[config.mk]
export PLATFORM = sky130hd
export DESIGN_NAME = y_serial_sub
export DESIGN_NICKNAME = d
export VERILOG_FILES = /design/src/rtl/y_serial_pkg.sv /design/src/rtl/y_serial_sub_fa.sv /design/src/rtl/y_serial_sub.sv
export SDC_FILE = /design/constraint.sdc
export NUM_CORES = 1
export LEC_CHECK = 0
export ABC_AREA = 1
export CAP_MARGIN = 0
export CORE_MARGIN = 2
export CORE_UTILIZATION = 25
export DETAILED_ROUTE_END_ITERATION = 8
export HOLD_SLACK_MARGIN = 0.12
export PLACE_DENSITY = 0.42
export SKIP_CTS_REPAIR_TIMING = 1
export SLEW_MARGIN = 20
export SYNTH_ARGS = -nofsm -noshare
export SYNTH_HDL_FRONTEND = slang
export SYNTH_HIERARCHICAL = 1
export SYNTH_SLANG_ARGS = --single-unit
[constraint.sdc]
create_clock -name clk -period 1.25 [get_ports clk]
set_clock_uncertainty 0.15 [all_clocks]
set_input_delay 0.25 -clock clk [delete_from_list [all_inputs] [get_ports clk]]
set_output_delay 0.25 -clock clk [all_outputs]
set_load 0.05 [all_outputs]
[src/rtl/y_serial_pkg.sv]
// Shared types and constants for the bit-serial subtractor.
package y_serial_pkg;

  localparam int SUB_W = 32;

  typedef enum logic [1:0] {
    IDLE = 2'd0,
    RUN  = 2'd1,
    DONE = 2'd2
  } state_e;

  function automatic int cnt_width(input int w);
    return $clog2(w);
  endfunction

endpackage

[src/rtl/y_serial_sub_fa.sv]
// Single-bit full adder; the serial datapath's only arithmetic element.
module y_full_adder (
  input  logic a,
  input  logic b,
  input  logic cin,
  output logic s,
  output logic cout
);

  assign s    = a ^ b ^ cin;
  assign cout = (a & b) | (a & cin) | (b & cin);

endmodule

[src/rtl/y_serial_sub.sv]
// Bit-serial signed subtractor: z = a - b - bin, one bit per clock, LSB first,
// computed as a + ~b + ~bin through one full adder and a carry register.
module y_serial_sub
  import y_serial_pkg::*;
#(
  parameter int W = SUB_W
) (
  input  logic         clk,
  input  logic         rst_n,
  input  logic         start,
  input  logic [W-1:0] a,
  input  logic [W-1:0] b,
  input  logic         bin,
  output logic         busy,
  output logic         done,
  output logic [W-1:0] z,
  output logic         bout,
  output logic         ovf
);

  localparam int CW = cnt_width(W);

  state_e        state;
  logic [W-1:0]  sa;
  logic [W-1:0]  sb;
  logic [W-1:0]  res;
  logic [CW-1:0] cnt;
  logic          c;
  logic          a_msb;
  logic          b_msb;
  logic          fa_s;
  logic          fa_cout;

  y_full_adder u_fa (
    .a    (sa[0]),
    .b    (~sb[0]),
    .cin  (c),
    .s    (fa_s),
    .cout (fa_cout)
  );

  // NOTE: the operand/result shift registers are plain flops, so they are
  // reset with everything else; a mid-run reset must leave no stale partial.
  always_ff @(posedge clk or negedge rst_n) begin
    if (!rst_n) begin
      state <= IDLE;
      busy  <= 1'b0;
      done  <= 1'b0;
      z     <= '0;
      bout  <= 1'b0;
      ovf   <= 1'b0;
      cnt   <= '0;
      c     <= 1'b0;
      sa    <= '0;
      sb    <= '0;
      res   <= '0;
      a_msb <= 1'b0;
      b_msb <= 1'b0;
    end else begin
      // NOTE: non-blocking throughout, so every branch reads pre-edge values
      // (e.g. the DONE flags see res/c exactly as the last RUN edge left them).
      done <= 1'b0;
      case (state)
        IDLE: begin
          if (start) begin
            sa    <= a;
            sb    <= b;
            c     <= ~bin;
            cnt   <= '0;
            a_msb <= a[W-1];
            b_msb <= b[W-1];
            busy  <= 1'b1;
            state <= RUN;
          end
        end
        RUN: begin
          res <= {fa_s, res[W-1:1]};
          sa  <= {1'b0, sa[W-1:1]};
          sb  <= {1'b0, sb[W-1:1]};
          c   <= fa_cout;
          cnt <= cnt + 1'b1;
          if (cnt == CW'(W - 1)) state <= DONE;
        end
        DONE: begin
          done  <= 1'b1;
          busy  <= 1'b0;
          z     <= res;
          bout  <= ~c;
          // Overflow only possible when operand signs differ.
          ovf   <= (a_msb != b_msb) && (res[W-1] != a_msb);
          state <= IDLE;
        end
        default: state <= IDLE;
      endcase
    end
  end

endmodule
==> run metrics <==
initial detailed-routing violation count 289; Worst EP arrival between 1.5 and 2 ns; Placed Area around 0.0085 mm2; Synth top cells by count nand2_1, dfrtp_1, nand3_1; Primary FF master, synth dfrtp_1; Max VDD drop between 0.8 and 0.9 mV; first-pass GRT wire length between 20000 and 30000 um; Post-DRT Antenna Nets 0; LEAKAGE 0.004645 uW; failing checks setup timing; mapped cell area around 0.0064 mm2; metal2 WL 7946 um; clock root cell clkbuf_16; FFs w/ async S/R, synth 100.0%; global placement routability congestion around 0.72; dpl hpwl around 11000 um; Starting Density 25.43%; Seq/Total Area, Yosys around 56%; Crit Path Class reg2reg; status finished with violations; crit path capture type flop; CTS tree done; EDFF count, synth 0; die width about 160 um; min-delay worst type in2async; H-Tree Depth 4; total inserted antenna cells 0; pre-CTS setup slack -0.4119 ns; minimum clock period between 1 and 1.5 ns; uppermost layer routed met4; TritonCTS Buffers 17; CP Launch Type flop; synth unique cells 20; IO buf count approximately 100; Synth top area share 55.65%; Synth area leader dfrtp_1; Worst-path clk slew 0.06 ns; required time of the critical path around 1.5 ns; Die H ~160 um; nets roughly 1000; WL per Instance between 10 and 15 um; fraction of layout cells with a size suffix above 1 a little under 20%; total nets after synthesis 860; core area about 0.025 mm2; CP max FO 18; GRT Resource Usage Total 13.25%; Fin. Hold Viols 0; Worst slew margin between 70% and 80%; io pins 104; crit share post-route 113.9%; DR WL met3 754 um; Pre-antenna DRT Iters 4; largest net degree at the start of global routing between 60 and 70; P per Cell Area ~2100 mW/mm2; count leader, synth nand2_1; Clock Path Buffers 2; antenna violations before repair 0; via/cell ratio about 4.3; Final Max Tran Viols 0; WL final around 17000 um; Worst Tran Pin Value between 0.3 and 0.4 ns; fmax roughly 700 MHz; Max Cap Violations 0; Total Power ~20000 uW; Syn. warnings 6; drt drc 0; cells after synthesis ~790; met1 WL around 8400 um; floorplan row count just under 60; ranking of synthesized cells by area dfrtp_1, nand2_1, nand3_1; worst setup margin -0.1737 ns; GRT Residual Overflow 0; area grow syn2layout 49.68%; RSZ-0062 raised after global routing true; Setup Viol. Count Final about 180; vias in the first global route 5281; die area around 0.027 mm2; Final Cell Area 0.009557 mm2; Mapped Avg Cell Area ~8.1 um2; synthesis-stage register bit count roughly 140; Clock Latency Late Sink 0.42 ns; Vias about 5500; Sink Count around 140
==> flip-flops by register name (all words and copies together) (netlist names) <==
register,count
res,32
sa,32
sb,32
z,32
cnt,5
state,2
a_msb,1
b_msb,1
bout,1
busy,1
c,1
done,1
ovf,1
==> worst max-delay path, stage by stage (launching register included) <==
cell and delay, ns:
dfrtp_1 0.41, inv_4 0.12, buf_12 0.12, nand2_8 0.08
nand2_8 0.14, clkbuf_16 0.20, nor2_1 0.05, nor2_1 0.09
==> logic make-up (layout without fill, tap and decap cells) <==
kind of cell / after synthesis / in the layout / share of synthesized area (%)
simple gates: 458 / 458 / 30.35
fa+ha+maj: 3 / 3 / 0.7054
flops: 142 / 142 / 55.65
compound gates: 70 / 70 / 5.487
buf+inv: 116 / 279 / 7.799
==> metrics by stage <==
stage / cells / utilization [%] / hold slack, ns / TNS [ns]
floorplan: 789 / - / -0.1956 / -2.196
global placement: 1222 / 33.90 / 0.02368 / -32.54
detailed placement: 1222 / 33.90 / 0.02328 / -33.48
CTS: 1254 / 36.37 / -0.4317 / -24.68
global route: 1282 / 38.06 / 0.1540 / -32.62
finish: 1282 / 38.06 / 0.1446 / -20.77
==> cell usage in the layout (no fill, tap or decap), drive strengths merged <==
| master | instances |
|---|---|
| bufinv | 3 |
| nand4 | 1 |
| buf | 112 |
| clkdlybuf4s50 | 66 |
| a21oi | 1 |
| ha | 2 |
| inv | 70 |
| clkinv | 4 |
| nand3 | 87 |
| clkbuf | 21 |
| clkinvlp | 2 |
| o21ai | 69 |
| nand2 | 291 |
| dfrtp | 142 |
| nand3b | 24 |
| fa | 1 |
| nor2 | 55 |
| dlygate4sd3 | 1 |
==> power by group <==
group          internal [uW]  total, uW  leakage [uW]  switching [uW]
sequential              6340       7340       0.00181             999
clock                   3230       5320      0.000298            2090
combinational           3220       7400       0.00254            4190
total                  12800      20100       0.00465            7280
==> final timing paths <==
kind / from / to / slack, ns / cells after the start
worst max-delay path: state[1] / sb[14] / -0.17 / 7
worst min-delay path: rst_n / z[4] / 0.14 / 2
worst max register to register: state[1] / sb[14] / -0.17 / 7
worst min register to register: res[20] / res[20] / 0.33 / 2
max in group asynchronous: rst_n / state[0] / 0.32 / 3
min in group clk: b[31] / b_msb / 0.29 / 3
==> layer usage <==
metal	vias to the layer above	global-route usage, %
met5	-	0
li1	2783	-
met4	0	4.187
met3	14	2.854
met2	131	20.80
met1	2541	18.26
==> final cells by class <==
cell class              instances  area, um2
clock buffers                  18      439.2
fillers                      2631      15550
clock inverters                14      180.2
repair buffers                182       2270
inverters                      65      246.5
flip-flops and latches        142       3561
multi-input cells             531       2447
well taps                     330      412.9
(Power assumes the default switching activity.)
